==> src/rtl/uart_alu_pkg.sv <==
// Shared types for the UART-controlled ALU endpoint: opcodes,
// interface FSM one-hot encodings and UART RX/TX state encodings.
package uart_alu_pkg;

    localparam logic [5:0] OP_ADD = 6'b100000;
    localparam logic [5:0] OP_SUB = 6'b100010;
    localparam logic [5:0] OP_AND = 6'b100100;
    localparam logic [5:0] OP_OR  = 6'b100101;
    localparam logic [5:0] OP_XOR = 6'b100110;
    localparam logic [5:0] OP_NOR = 6'b100111;
    localparam logic [5:0] OP_SRA = 6'b000011;
    localparam logic [5:0] OP_SRL = 6'b000010;

    typedef enum logic [3:0] {
        ST_WAIT_A  = 4'b0001,
        ST_WAIT_B  = 4'b0010,
        ST_WAIT_OP = 4'b0100,
        ST_SEND    = 4'b1000
    } if_state_e;

    localparam int IDX_WAIT_A  = 0;
    localparam int IDX_WAIT_B  = 1;
    localparam int IDX_WAIT_OP = 2;
    localparam int IDX_SEND    = 3;

    typedef enum logic [1:0] {
        RX_IDLE,
        RX_START,
        RX_DATA,
        RX_STOP
    } rx_state_e;

    typedef enum logic [2:0] {
        TX_IDLE,
        TX_ARM,
        TX_START,
        TX_DATA,
        TX_STOP
    } tx_state_e;

endpackage

==> src/rtl/uart_alu_top_core.sv <==
// uart_core: free-running baud tick generator plus 8N1 receiver
// (with start-bit glitch rejection) and 8N1 transmitter.
module uart_core
    import uart_alu_pkg::*;
#(
    parameter int NB_DATA  = 8,
    parameter int SB_TICK  = 16,
    parameter int BAUD_DIV = 326
) (
    input  logic               clk_i,
    input  logic               rst_ni,
    input  logic               rx_i,
    output logic               tx_o,
    output logic               rx_done_o,
    output logic [NB_DATA-1:0] rx_data_o,
    input  logic               tx_start_i,
    input  logic [NB_DATA-1:0] tx_data_i,
    output logic               tx_done_o
);

    localparam int NB_BAUD = (BAUD_DIV > 1) ? $clog2(BAUD_DIV) : 1;
    localparam int NB_S    = $clog2(SB_TICK);
    localparam int NB_N    = (NB_DATA > 1) ? $clog2(NB_DATA) : 1;

    localparam logic [NB_BAUD-1:0] BAUD_LAST = NB_BAUD'(BAUD_DIV - 1);
    localparam logic [NB_S-1:0]    S_LAST    = NB_S'(SB_TICK - 1);
    localparam logic [NB_S-1:0]    S_HALF    = NB_S'(SB_TICK / 2 - 1);
    localparam logic [NB_N-1:0]    N_LAST    = NB_N'(NB_DATA - 1);

    logic [NB_BAUD-1:0] baud_q;
    logic               tick;

    assign tick = (baud_q == BAUD_LAST);

    always_ff @(posedge clk_i or negedge rst_ni) begin
        if (!rst_ni) begin
            baud_q <= '0;
        end else if (tick) begin
            baud_q <= '0;
        end else begin
            baud_q <= baud_q + 1'b1;
        end
    end

    rx_state_e          rx_st_q;
    logic [NB_S-1:0]    rx_s_q;
    logic [NB_N-1:0]    rx_n_q;
    logic [NB_DATA-1:0] rx_b_q;
    logic               rx_done_q;

    always_ff @(posedge clk_i or negedge rst_ni) begin
        if (!rst_ni) begin
            rx_st_q   <= RX_IDLE;
            rx_s_q    <= '0;
            rx_n_q    <= '0;
            rx_b_q    <= '0;
            rx_done_q <= 1'b0;
        end else begin
            rx_done_q <= 1'b0;
            unique case (rx_st_q)
                RX_IDLE: begin
                    if (!rx_i) begin
                        rx_st_q <= RX_START;
                        rx_s_q  <= '0;
                    end
                end
                RX_START: begin
                    if (tick) begin
                        if (rx_s_q == S_HALF) begin
                            // line must still be low mid start bit
                            rx_st_q <= rx_i ? RX_IDLE : RX_DATA;
                            rx_s_q  <= '0;
                            rx_n_q  <= '0;
                        end else begin
                            rx_s_q <= rx_s_q + 1'b1;
                        end
                    end
                end
                RX_DATA: begin
                    if (tick) begin
                        if (rx_s_q == S_LAST) begin
                            rx_s_q <= '0;
                            rx_b_q <= {rx_i, rx_b_q[NB_DATA-1:1]};
                            if (rx_n_q == N_LAST) begin
                                rx_st_q <= RX_STOP;
                            end else begin
                                rx_n_q <= rx_n_q + 1'b1;
                            end
                        end else begin
                            rx_s_q <= rx_s_q + 1'b1;
                        end
                    end
                end
                RX_STOP: begin
                    if (tick) begin
                        if (rx_s_q == S_LAST) begin
                            rx_st_q   <= RX_IDLE;
                            rx_done_q <= rx_i;
                        end else begin
                            rx_s_q <= rx_s_q + 1'b1;
                        end
                    end
                end
                default: rx_st_q <= RX_IDLE;
            endcase
        end
    end

    assign rx_done_o = rx_done_q;
    assign rx_data_o = rx_b_q;

    tx_state_e          tx_st_q;
    logic [NB_S-1:0]    tx_s_q;
    logic [NB_N-1:0]    tx_n_q;
    logic [NB_DATA-1:0] tx_b_q;
    logic               tx_q;
    logic               tx_done_q;

    always_ff @(posedge clk_i or negedge rst_ni) begin
        if (!rst_ni) begin
            tx_st_q   <= TX_IDLE;
            tx_s_q    <= '0;
            tx_n_q    <= '0;
            tx_b_q    <= '0;
            tx_q      <= 1'b1;
            tx_done_q <= 1'b0;
        end else begin
            tx_done_q <= 1'b0;
            unique case (tx_st_q)
                TX_IDLE: begin
                    if (tx_start_i) begin
                        tx_st_q <= TX_ARM;
                        tx_b_q  <= tx_data_i;
                        tx_s_q  <= '0;
                    end
                end
                TX_ARM: begin
                    // align the start bit to a tick boundary
                    if (tick) begin
                        tx_st_q <= TX_START;
                        tx_q    <= 1'b0;
                    end
                end
                TX_START: begin
                    if (tick) begin
                        if (tx_s_q == S_LAST) begin
                            tx_st_q <= TX_DATA;
                            tx_s_q  <= '0;
                            tx_n_q  <= '0;
                            tx_q    <= tx_b_q[0];
                        end else begin
                            tx_s_q <= tx_s_q + 1'b1;
                        end
                    end
                end
                TX_DATA: begin
                    if (tick) begin
                        if (tx_s_q == S_LAST) begin
                            tx_s_q <= '0;
                            tx_b_q <= tx_b_q >> 1;
                            if (tx_n_q == N_LAST) begin
                                tx_st_q <= TX_STOP;
                                tx_q    <= 1'b1;
                            end else begin
                                tx_n_q <= tx_n_q + 1'b1;
                                tx_q   <= tx_b_q[1];
                            end
                        end else begin
                            tx_s_q <= tx_s_q + 1'b1;
                        end
                    end
                end
                TX_STOP: begin
                    if (tick) begin
                        if (tx_s_q == S_LAST) begin
                            tx_st_q   <= TX_IDLE;
                            tx_done_q <= 1'b1;
                        end else begin
                            tx_s_q <= tx_s_q + 1'b1;
                        end
                    end
                end
                default: tx_st_q <= TX_IDLE;
            endcase
        end
    end

    assign tx_o      = tx_q;
    assign tx_done_o = tx_done_q;

endmodule

==> src/rtl/uart_alu_top.sv <==
// UART ALU endpoint: collects A, B, opcode bytes, returns one result byte.
// Define UART_ALU_RX_SYNC_EN to put a two-flop synchronizer on i_rx.
module uart_alu_top
    import uart_alu_pkg::*;
#(
    parameter int NB_DATA  = 8,
    parameter int NB_CODE  = 6,
    parameter int SB_TICK  = 16,
    parameter int NB_STATE = 4,
    parameter int BAUD_DIV = 326
) (
    input  logic i_clk,
    input  logic i_reset,
    input  logic i_rx,
    output logic o_tx
);

    logic rx_in;

`ifdef UART_ALU_RX_SYNC_EN
    logic [1:0] sync_q;

    always_ff @(posedge i_clk or negedge i_reset) begin
        if (!i_reset) begin
            sync_q <= 2'b11;
        end else begin
            sync_q <= {sync_q[0], i_rx};
        end
    end

    assign rx_in = sync_q[1];
`else
    assign rx_in = i_rx;
`endif

    logic               rx_done;
    logic [NB_DATA-1:0] rx_data;
    logic               tx_done;

    logic [NB_STATE-1:0] state_q;
    logic [NB_DATA-1:0]  a_q;
    logic [NB_DATA-1:0]  b_q;
    logic [NB_CODE-1:0]  op_q;
    logic [NB_DATA-1:0]  res_q;
    logic                tx_start_q;

    uart_core #(
        .NB_DATA (NB_DATA),
        .SB_TICK (SB_TICK),
        .BAUD_DIV(BAUD_DIV)
    ) u_core (
        .clk_i     (i_clk),
        .rst_ni    (i_reset),
        .rx_i      (rx_in),
        .tx_o      (o_tx),
        .rx_done_o (rx_done),
        .rx_data_o (rx_data),
        .tx_start_i(tx_start_q),
        .tx_data_i (res_q),
        .tx_done_o (tx_done)
    );

    logic [NB_CODE-1:0] op_sel;
    logic [NB_DATA-1:0] alu_res;

    // the opcode byte feeds the ALU directly so the result registers with it
    always_comb begin
        op_sel = op_q;
        if (state_q[IDX_WAIT_OP] && rx_done) begin
            op_sel = rx_data[NB_CODE-1:0];
        end
        alu_res = '0;
        unique case (op_sel)
            OP_ADD:  alu_res = a_q + b_q;
            OP_SUB:  alu_res = a_q - b_q;
            OP_AND:  alu_res = a_q & b_q;
            OP_OR:   alu_res = a_q | b_q;
            OP_XOR:  alu_res = a_q ^ b_q;
            OP_NOR:  alu_res = ~(a_q | b_q);
            OP_SRA:  alu_res = $signed(a_q) >>> b_q;
            OP_SRL:  alu_res = a_q >> b_q;
            default: alu_res = '0;
        endcase
    end

    always_ff @(posedge i_clk or negedge i_reset) begin
        if (!i_reset) begin
            state_q    <= NB_STATE'(ST_WAIT_A);
            a_q        <= '0;
            b_q        <= '0;
            op_q       <= '0;
            res_q      <= '0;
            tx_start_q <= 1'b0;
        end else begin
            tx_start_q <= 1'b0;
            unique case (1'b1)
                state_q[IDX_WAIT_A]: begin
                    if (rx_done) begin
                        a_q     <= rx_data;
                        state_q <= NB_STATE'(ST_WAIT_B);
                    end
                end
                state_q[IDX_WAIT_B]: begin
                    if (rx_done) begin
                        b_q     <= rx_data;
                        state_q <= NB_STATE'(ST_WAIT_OP);
                    end
                end
                state_q[IDX_WAIT_OP]: begin
                    if (rx_done) begin
                        op_q       <= op_sel;
                        res_q      <= alu_res;
                        tx_start_q <= 1'b1;
                        state_q    <= NB_STATE'(ST_SEND);
                    end
                end
                state_q[IDX_SEND]: begin
                    if (tx_done) begin
                        state_q <= NB_STATE'(ST_WAIT_A);
                    end
                end
                default: state_q <= NB_STATE'(ST_WAIT_A);
            endcase
        end
    end

endmodule

==> config.mk <==
export PLATFORM = sky130hd
export DESIGN_NAME = uart_alu_top
export DESIGN_NICKNAME = d
export VERILOG_FILES = /design/src/rtl/uart_alu_pkg.sv /design/src/rtl/uart_alu_top_core.sv /design/src/rtl/uart_alu_top.sv
export SDC_FILE = /design/constraint.sdc
export NUM_CORES = 1
export LEC_CHECK = 0
export BUFFER_PORTS_ARGS = -buffer_cell sky130_fd_sc_hd__clkbuf_2
export CORE_MARGIN = 1
export CORE_UTILIZATION = 40
export CTS_CLUSTER_SIZE = 10
export DETAILED_ROUTE_END_ITERATION = 10
export SYNTH_ARGS = -nofsm -noshare
export SYNTH_HDL_FRONTEND = slang
export SYNTH_HIERARCHICAL = 1
export SYNTH_SLANG_ARGS = --single-unit
==> constraint.sdc <==
create_clock -name i_clk -period 4.05 [get_ports i_clk]
set_input_delay 1.215 -clock i_clk [delete_from_list [all_inputs] [get_ports i_clk]]
set_output_delay 1.215 -clock i_clk [all_outputs]
set_load 0.05 [all_outputs]
======== Word-level counts from Yosys, hierarchy flattened ========
Index checks and enable logic that the tools add are counted.
word-level totals
  register bits ........................... 82
  output and inout bits ................... 1
  logic and storage cells ................. 166
  input bits .............................. 3
operators by class
  mux-type cells .......................... 71
  bitwise operators ....................... 4
  eq/ne operators ......................... 43
  reduce and logical (&&, ||, !) cells .... 21
  shift-type cells ........................ 2
  add/sub/neg operators ................... 7
operators by type and width
  kind                                            number
  case mux 8 bit (8 select lines)                 1
  2-to-1 mux 4 bit                                14
  2-to-1 mux 3 bit                                18
  == test 6 bit (second input constant)           6
  != test 2 x 1 -> 1 bit (second input constant)  16
  case mux 4 bit (4 select lines)                 2
  2-to-1 mux 8 bit                                3
  2-to-1 mux 2 bit                                10
  AND reduction 6 bit                             3
  case mux 8 bit (2 select lines)                 1
  case mux 3 bit (5 select lines)                 1
  2-to-1 mux 1 bit                                14
  == test 6 x 2 -> 1 bit (second input constant)  2
  != test 2 bit (second input constant)           6
  case mux 3 bit (2 select lines)                 2
  case mux 4 bit (3 select lines)                 1
  AND reduction 5 bit                             2
  adder 9 x 1 -> 9 bit (second input constant)    1
  == test 3 bit (second input constant)           3
  == test 9 bit (second input constant)           1
  2-to-1 mux 9 bit                                1
  AND reduction 9 bit                             1
  adder 4 x 1 -> 4 bit (second input constant)    2
  adder 8 bit                                     1
  other kinds (27)                                36

======== Depth between registers and ports, before layout ========
Gate-level depths: netlist of run 1.
  depth in word-level cells ............... 5
  depth in mapped cells ................... 15
  gate-level depth less buffers ........... 13

======== Modules after synthesis ========
Netlist of run 1, hierarchy kept.
by module, submodules not included
  module        cells an instance  instances  sequential area each (sq um)  area each (sq um)
  uart_alu_top  340                1          877.1                         3,085.5
  uart_core     231                1          1,177.4                       2,468.6

======== Least setup slack after synthesis of run 1 ========
OpenSTA, ideal clock, no wires.
  kind .................................... register to register
  start ................................... register state_q[2]
  end ..................................... register res_q[5]
  library setup time ...................... 126 ps
  clock period less this slack ............ 3,179 ps
  buffers on the path ..................... 2
  stages on the path, launching flop included .. 16
  required time ........................... 3,924 ps
  data arrival time ....................... 3,053 ps
  path slack .............................. 871 ps
  cells stage by stage .................... dfrtp_1 buf_6 buf_4 a21bo_2 a22oi_2 nand2_1 a21oi_2 mux2_2 inv_1 ha_1 nor2b_1 o31ai_1 a21oi_1 xnor2_1 nor3_1 a221o_1
between the ends
  cells in the longest elaborated chain, start to end .. 4
  elaborated cells on any way between the ends .. 12
  classes of those cells .................. eq/ne (8); mux (2); reduce/logical (2)
RTL lines
  element                                                         RTL line             source
  start: declaration                                              uart_alu_top.sv:40   logic [NB_STATE-1:0] state_q;
  start signal: assignment                                        uart_alu_top.sv:88   state_q <= NB_STATE'(ST_WAIT_A);
  start signal: assignment                                        uart_alu_top.sv:100  state_q <= NB_STATE'(ST_WAIT_B);
  start signal: assignment                                        uart_alu_top.sv:106  state_q <= NB_STATE'(ST_WAIT_OP);
  logical AND 1 bit                                               uart_alu_top.sv:69   if (state_q[IDX_WAIT_OP] && rx_done) begin
  2-to-1 mux 6 bit                                                uart_alu_top.sv:69
  == test 6 x 2 -> 1 bit / == test 6 bit (equally long branches)  uart_alu_top.sv:73   unique case (op_sel)
  case mux 8 bit (8 select lines)                                 uart_alu_top.sv:73
  end signal: assignment                                          uart_alu_top.sv:112  res_q <= alu_res;
  end: declaration                                                uart_alu_top.sv:44   logic [NB_DATA-1:0] res_q;
Several ways; a longest one is shown, not always the timed one.
A chain may end at the register's enable or synchronous reset.

======== Final worst setup path of run 1 ========
  start ................................... register u_core.rx_done_q, in the netlist u_core/rx_done_o
  end ..................................... register res_q[5]
between the ends
  cells in the longest elaborated chain, start to end .. 4
  elaborated cells on any way between the ends .. 12
  classes of those cells .................. eq/ne (8); mux (2); reduce/logical (2)
RTL lines
  element                                                         RTL line                 source
  start: declaration                                              uart_alu_top_core.sv:49  logic rx_done_q;
  start signal: assignment                                        uart_alu_top_core.sv:98  rx_done_q <= rx_i;
  logical AND 1 bit                                               uart_alu_top.sv:69
  2-to-1 mux 6 bit                                                uart_alu_top.sv:69
  == test 6 x 2 -> 1 bit / == test 6 bit (equally long branches)  uart_alu_top.sv:73
  case mux 8 bit (8 select lines)                                 uart_alu_top.sv:73
Several ways; a longest one is shown, not always the timed one.

==> results.sh, run 1 <==
export IMPL_first_global_vias=4256
export IMPL_synthXorXnorAreaFrac_pct=3.154
export IMPL_dr_total_vias=4356
export IMPL_setup_tns_ns=0
export IMPL_setup_violations=0
export IMPL_cp_arrival_ns=3.85
export IMPL_synth_edf_count=0
export IMPL_whs_ns=0.4718
export IMPL_grt_usage_pct=19.51
export IMPL_cts_htree_levels=3
export IMPL_end_kind="flip-flop"
export IMPL_yosysTopAreaCell="dfrtp_1"
export IMPL_drt_iter0_markers=379
export IMPL_die_x_um=119.8
export IMPL_ys_seq_area_share_pct=36.99
export IMPL_clock_latency_ns=0.34
export IMPL_tritoncts="done"
export IMPL_relSlewSlack_pct=32.01
export IMPL_io_pin_count=4
export IMPL_worstPathMaxFanout=14
export IMPL_cap_violations=0
export IMPL_hpwl_mm=9.392
export IMPL_grt_pass1_wl_mm=21.90
export IMPL_drive_gt1_share_pct=16.99
export IMPL_syn_nets=607
export IMPL_core_um2=13400
export IMPL_fin_skew_ns=0.01110
export IMPL_r2r_start="u_core/rx_done_o$_DFF_PN0_"
export IMPL_cts_buffer_depth=2
export IMPL_vdd_drop_max_v=0.0001938
export IMPL_io_buffers=3
export IMPL_cts_buffers=9
export IMPL_layout_nets=602
export IMPL_final_antenna_net_count=0
export IMPL_mappedNetlistArea_um2=5554
export IMPL_fill_cells=1266
export IMPL_grt_setup_unrepaired="no"
export IMPL_post_route_period_util_pct=89.54
export IMPL_hold_violations=0
export IMPL_critPathRequiredTime_ns=4.28
export IMPL_ys_ff_latch=82
export IMPL_design_area_um2=6001
export IMPL_cts_root_buf="clkbuf_16"
export IMPL_synthToLayoutAreaGrowth_pct=8.042
export IMPL_synthMostInstantiatedCell="dfrtp_1"
export IMPL_critical_path_startpoint_type="flip-flop"
export IMPL_yosys_area_top_type_share_pct=36.04
export IMPL_tightest_slew_ns=1.020
export IMPL_synthMuxAreaShare_pct=12.93
export IMPL_p_leak_uw=0.002577
export IMPL_ctsHoldBuffers=0
export IMPL_synth_warnings=6
export IMPL_ys_flop_type="dfrtp_1"
export IMPL_max_freq_mhz=275.8
export IMPL_path_class="reg -> reg"
export IMPL_outcome="completed"
export IMPL_grt_max_degree=83
export IMPL_synth_top_family_by_area="compound AO/OA/AOI/OAI gates"
export IMPL_hold_class="reg -> reg"
export IMPL_n_antenna_cell=0
export IMPL_yosys_area_share_simple_pct=16.36
export IMPL_finalWeightedCongestion=0.9213
export IMPL_drc_errors=0
export IMPL_vias_per_cell=5.831
export IMPL_synth_compound_area_share_pct=18.63
export IMPL_p_per_area_nw_per_um2=269.5
export IMPL_gr_total_overflow=0
export IMPL_drtPass1Iterations=5
export IMPL_synth_distinct_cells=79
export IMPL_dieArea_um2=14360
export IMPL_wl_per_cell_um=17.47
export IMPL_routed_wl_mm=13.05
export IMPL_min_from="u_core/tx_done_o$_DFF_PN0_"
export IMPL_maxSlewViolCount=0
export IMPL_synth_area_per_cell_um2=9.727
export IMPL_cts_num_sinks=82
export IMPL_period_needed_ns=3.626
export IMPL_synthCells=571
export IMPL_synthTopCellsByCount="dfrtp_1 (80), nand2_1 (49), mux2_2 (44)"
export IMPL_num_rows=42
export IMPL_antenna_found_initial=0
export IMPL_synthArstFlopShare_pct=100.0
export IMPL_initial_utilization_pct=41.45
export IMPL_die_h_um=119.8
export IMPL_place_area_um2=5714
export IMPL_clkTransAtPathRegs_ns=0.07
export IMPL_synth_fa_ha_area_share_pct=7.569
export IMPL_synth_area_leaders="dfrtp_1 (36%), mux2_2 (8.9%), ha_1 (7.2%)"
export IMPL_cp_startpoint="u_core/rx_done_o$_DFF_PN0_"
flip-flops by register name, summed over array words and instances, names as in the netlist, 4 cells and up, named ones only:
name	count
u_core/baud_q	9
a_q	8
u_core/tx_s_q	4
u_core/tx_b_q	8
u_core/rx_s_q	4
op_q	6
b_q	8
u_core/rx_data_o	8
res_q	8
critical path, cell delays in order (launching register included):
cell	delay, ns
dfrtp_1	0.52
buf_4	0.24
a21bo_2	0.21
a22oi_2	0.32
nand2_1	0.21
a21oi_2	0.30
mux2_2	0.40
inv_1	0.06
ha_1	0.21
nor2b_1	0.14
o31ai_1	0.26
a21oi_1	0.15
xnor2_1	0.15
nor3_1	0.06
a221o_1	0.28
path summary, 6_finish.rpt:
kind,endpoint,slack (ns),cells past startpoint
max in group asynchronous,state_q[2]$_DFF_PN0_,2.27,1
worst max-delay path,res_q[5]$_DFFE_PN0N_,0.42,14
worst max register to register,res_q[5]$_DFFE_PN0N_,0.42,14
min in group asynchronous,u_core/tx_s_q[1]$_DFFE_PN0P_,1.05,1
worst min-delay path,state_q[3]$_DFF_PN0_,0.47,1
worst min register to register,state_q[3]$_DFF_PN0_,0.47,1
power by group:
group / leakage, uW / internal, uW / switching (uW)
combinational: 0.00133 / 1.38 / 16.0
sequential: 0.00110 / 819 / 0.476
clock: 0.000142 / 426 / 354
total: 0.00258 / 1250 / 370
cell usage in the layout, fill, tap and decap left out, drive strengths merged, types with 5 or more instances in the layout:
cell / instances
and3: 6
a211o: 6
clkbuf: 11
a21oi: 26
nand3: 18
nor2b: 6
nor3b: 5
mux2i: 11
xor2: 6
o21ai: 41
mux2: 46
nand2b: 7
xnor2: 14
nor3: 14
inv: 35
buf: 7
a21boi: 10
o21a: 5
o211ai: 6
dfrtp: 80
a31oi: 7
nand2: 50
ha: 32
nor2: 31
kinds of logic after synthesis:
group | Yosys count
AOI/OAI and AO/OA | 151
xor gates and xnor gates | 20
adders and majority gates | 33
buffers and inverters | 57
DFF | 82
muxes | 61
and+or+nand+nor | 167
metrics by stage:
stage | cells | setup WS, ns | util, % | total power, uW
CTS | 747 | 0.3992 | 44.77 | 1645
global placement | 731 | 0.5062 | 42.64 | 854.1
finish | 747 | 0.4238 | 44.78 | 1617
detailed placement | 731 | 0.3965 | 42.64 | 854.3
floorplan | 571 | 0.8710 | - | 836.1
global route | 747 | 0.1288 | 44.78 | 1687
layout make-up:
type	count	area [um2]	area share (%)
Multi-Input combinational cell	432	3257	54.27
Sequential cell	82	2056	34.26
Clock buffer	9	225.2	3.753
Tap cell	176	220.2	3.670
Inverter	32	120.1	2.002
Timing Repair Buffer	9	62.56	1.043
Clock inverter	7	60.06	1.001
per-layer routing:
metal | track usage, % | vias to the layer above | part of all wire, %
met3 | 3.707 | 25 | 4.7
li1 | - | 2094 | -
met4 | 6.641 | 0 | 2.3
met5 | 0 | - | 0
met1 | 27.07 | 2128 | 47
met2 | 30.38 | 109 | 46
repair_timing:
item	CTS	global route
resized for setup	0	1
buffers inserted	0	0
endpoints found under the setup margin	0	1
(Power assumes the default switching activity.)
==> inputs of run 2 (changes only) <==
Settings changed: RECOVER_POWER from default to 50.
==> results.sh, run 2 (synthesis results as in run 1) <==
export IMPL_setup_tns_ns=0
export IMPL_die_h_um=119.8
export IMPL_post_cts_buffers=0
export IMPL_outcome="finished with violations"
export IMPL_cp_startpoint="u_core/rx_done_o$_DFF_PN0_"
export IMPL_hold_class="reg -> reg"
export IMPL_critPathRequiredTime_ns=4.28
export IMPL_cts_buffer_depth=2
export IMPL_ctsResizeCount=0
export IMPL_relSlewSlack_pct=-33.55
export IMPL_first_global_vias=4256
export IMPL_critPathMaxStageDelay_ns=0.53
export IMPL_place_area_um2=5714
export IMPL_final_antenna_net_count=0
export IMPL_io_pin_count=4
export IMPL_drc_errors=0
export IMPL_period_needed_ns=3.633
export IMPL_clkPwrFrac_pct=48.3
export IMPL_power_uw=1618
export IMPL_dr_total_vias=4320
export IMPL_grt_use_met1_pct=27.07
export IMPL_clock_latency_ns=0.34
export IMPL_cp_arrival_ns=3.86
export IMPL_cts_root_buf="clkbuf_16"
export IMPL_tightest_slew_ns=2.003
export IMPL_use_met2_pct=30.38
export IMPL_instances_no_fill=747
export IMPL_grt_busiest_layer="met2"
export IMPL_synthToLayoutAreaGrowth_pct=7.704
export IMPL_finalWeightedCongestion=0.9213
export IMPL_core_um2=13400
export IMPL_multi_input_area_um2=3241
export IMPL_hold_violations=0
export IMPL_drt_iter0_markers=346
export IMPL_critical_path_startpoint_type="flip-flop"
export IMPL_gr_total_overflow=0
export IMPL_fin_skew_ns=0.01036
export IMPL_setup_violations=0
export IMPL_vias_per_cell=5.783
export IMPL_numPlacedInstances=731
export IMPL_ctsHoldBuffers=0
export IMPL_hpwl_mm=9.392
export IMPL_seqPwrFrac_pct=50.7
export IMPL_final_cell_mix="dfrtp_1 (79), nand2_1 (49), mux2_2 (43), o21ai_0 (35)"
export IMPL_grt_setup_unrepaired="no"
export IMPL_maxSlewViolCount=83
export IMPL_p_per_area_nw_per_um2=270.4
export IMPL_cap_violations=1
export IMPL_final_common_cell="dfrtp_1"
export IMPL_n_antenna_cell=0
export IMPL_min_from="u_core/tx_done_o$_DFF_PN0_"
export IMPL_routed_wl_mm=12.98
export IMPL_clkTransAtPathRegs_ns=0.07
export IMPL_design_area_um2=5982
export IMPL_post_route_period_util_pct=89.71
export IMPL_path_class="reg -> reg"
export IMPL_postLayoutCoreUtil_pct=44.64
export IMPL_die_x_um=119.8
export IMPL_r2r_start="u_core/rx_done_o$_DFF_PN0_"
export IMPL_swShare_pct=22.94
export IMPL_worstPathMaxFanout=14
export IMPL_worstPathCellList="buf_4 > a21bo_2 > a22oi_2 > nand2_1 > a21oi_2 > mux2_2 > inv_1 > ha_1 > nor2b_1 > o31ai_1 > a21oi_1 > xnor2_1 > nor3_1 > a221o_1"
export IMPL_num_rows=42
export IMPL_antenna_found_initial=0
export IMPL_largest_reg_flops=9
export IMPL_grt_usage_pct=19.51
export IMPL_fill_cells=1267
export IMPL_io_buffers=3
export IMPL_cts_htree_levels=3
export IMPL_drtPass1Iterations=5
export IMPL_violations="capacitance limit, slew limit"
export IMPL_largest_register="u_core/baud_q"
export IMPL_initial_utilization_pct=41.45
export IMPL_pwr_share_comb_pct=1.1
export IMPL_cts_buffers=9
export IMPL_grt_max_degree=83
export IMPL_tritoncts="done"
export IMPL_critPathSlowestCell="dfrtp_1"
export IMPL_worst_path_buf_inv=2
export IMPL_grt_pass1_wl_mm=21.90
export IMPL_cts_num_sinks=82
export IMPL_vdd_drop_max_v=0.0001948
export IMPL_use_met3_pct=3.707
export IMPL_drive_gt1_share_pct=16.11
export IMPL_dieArea_um2=14360
export IMPL_p_switching_uw=371.1
export IMPL_layout_nets=602
export IMPL_p_int_uw=1247
export IMPL_end_kind="flip-flop"
export IMPL_wl_per_cell_um=17.37
export IMPL_max_freq_mhz=275.2
export IMPL_layout_area_seq_um2=2056
export IMPL_critPathTopFamily="compound AO/OA/AOI/OAI gates"
export IMPL_p_leak_uw=0.002577
## run 2: layer usage
metal  wire length, um  part of all wire, %  vias to the layer above
met5                 0                    0                        -
met2              5942                   46                       95
met3               518                  4.0                       20
met4               293                  2.3                        0
met1              6223                   48                     2109
li1                  -                    -                     2096
## run 2: layout make-up
cell class	instances	area share, %
repair buffers	9	1.004
flip-flops and latches	82	34.37
inverters	32	2.008
multi-input cells	432	54.17
clock buffers	9	3.765
clock inverters	7	1.004
well taps	176	3.681
## run 2: metrics by stage
step           hold WS, ns  setup slack, ns
5_1_grt             0.4882           0.1309
3_5_place_dp        0.4637           0.3965
2_1_floorplan       0.4361           0.8710
6_report            0.4745           0.4166
3_3_place_gp        0.4545           0.5062
4_1_cts             0.4762           0.3992
## run 2: power by group through the flow
stage	clock network, uW	registers (uW)	logic (uW)
2_1_floorplan	0	835	0.776
3_3_place_gp	0	835	18.8
3_5_place_dp	0	835	19.0
4_1_cts	807	820	18.9
5_1_grt	846	819	21.3
6_report	781	820	17.1
## run 2: path summary, 6_finish.rpt
kind                       depth (start not counted)  slack (ns)                           end
max in group asynchronous                          1        1.28          state_q[2]$_DFF_PN0_
min in group asynchronous                          1        1.43  u_core/tx_s_q[1]$_DFFE_PN0P_
setup / recovery                                  14        0.42          res_q[5]$_DFFE_PN0N_
setup reg to reg                                  14        0.42          res_q[5]$_DFFE_PN0N_
hold reg to reg                                    1        0.47          state_q[3]$_DFF_PN0_
hold / removal                                     1        0.47          state_q[3]$_DFF_PN0_
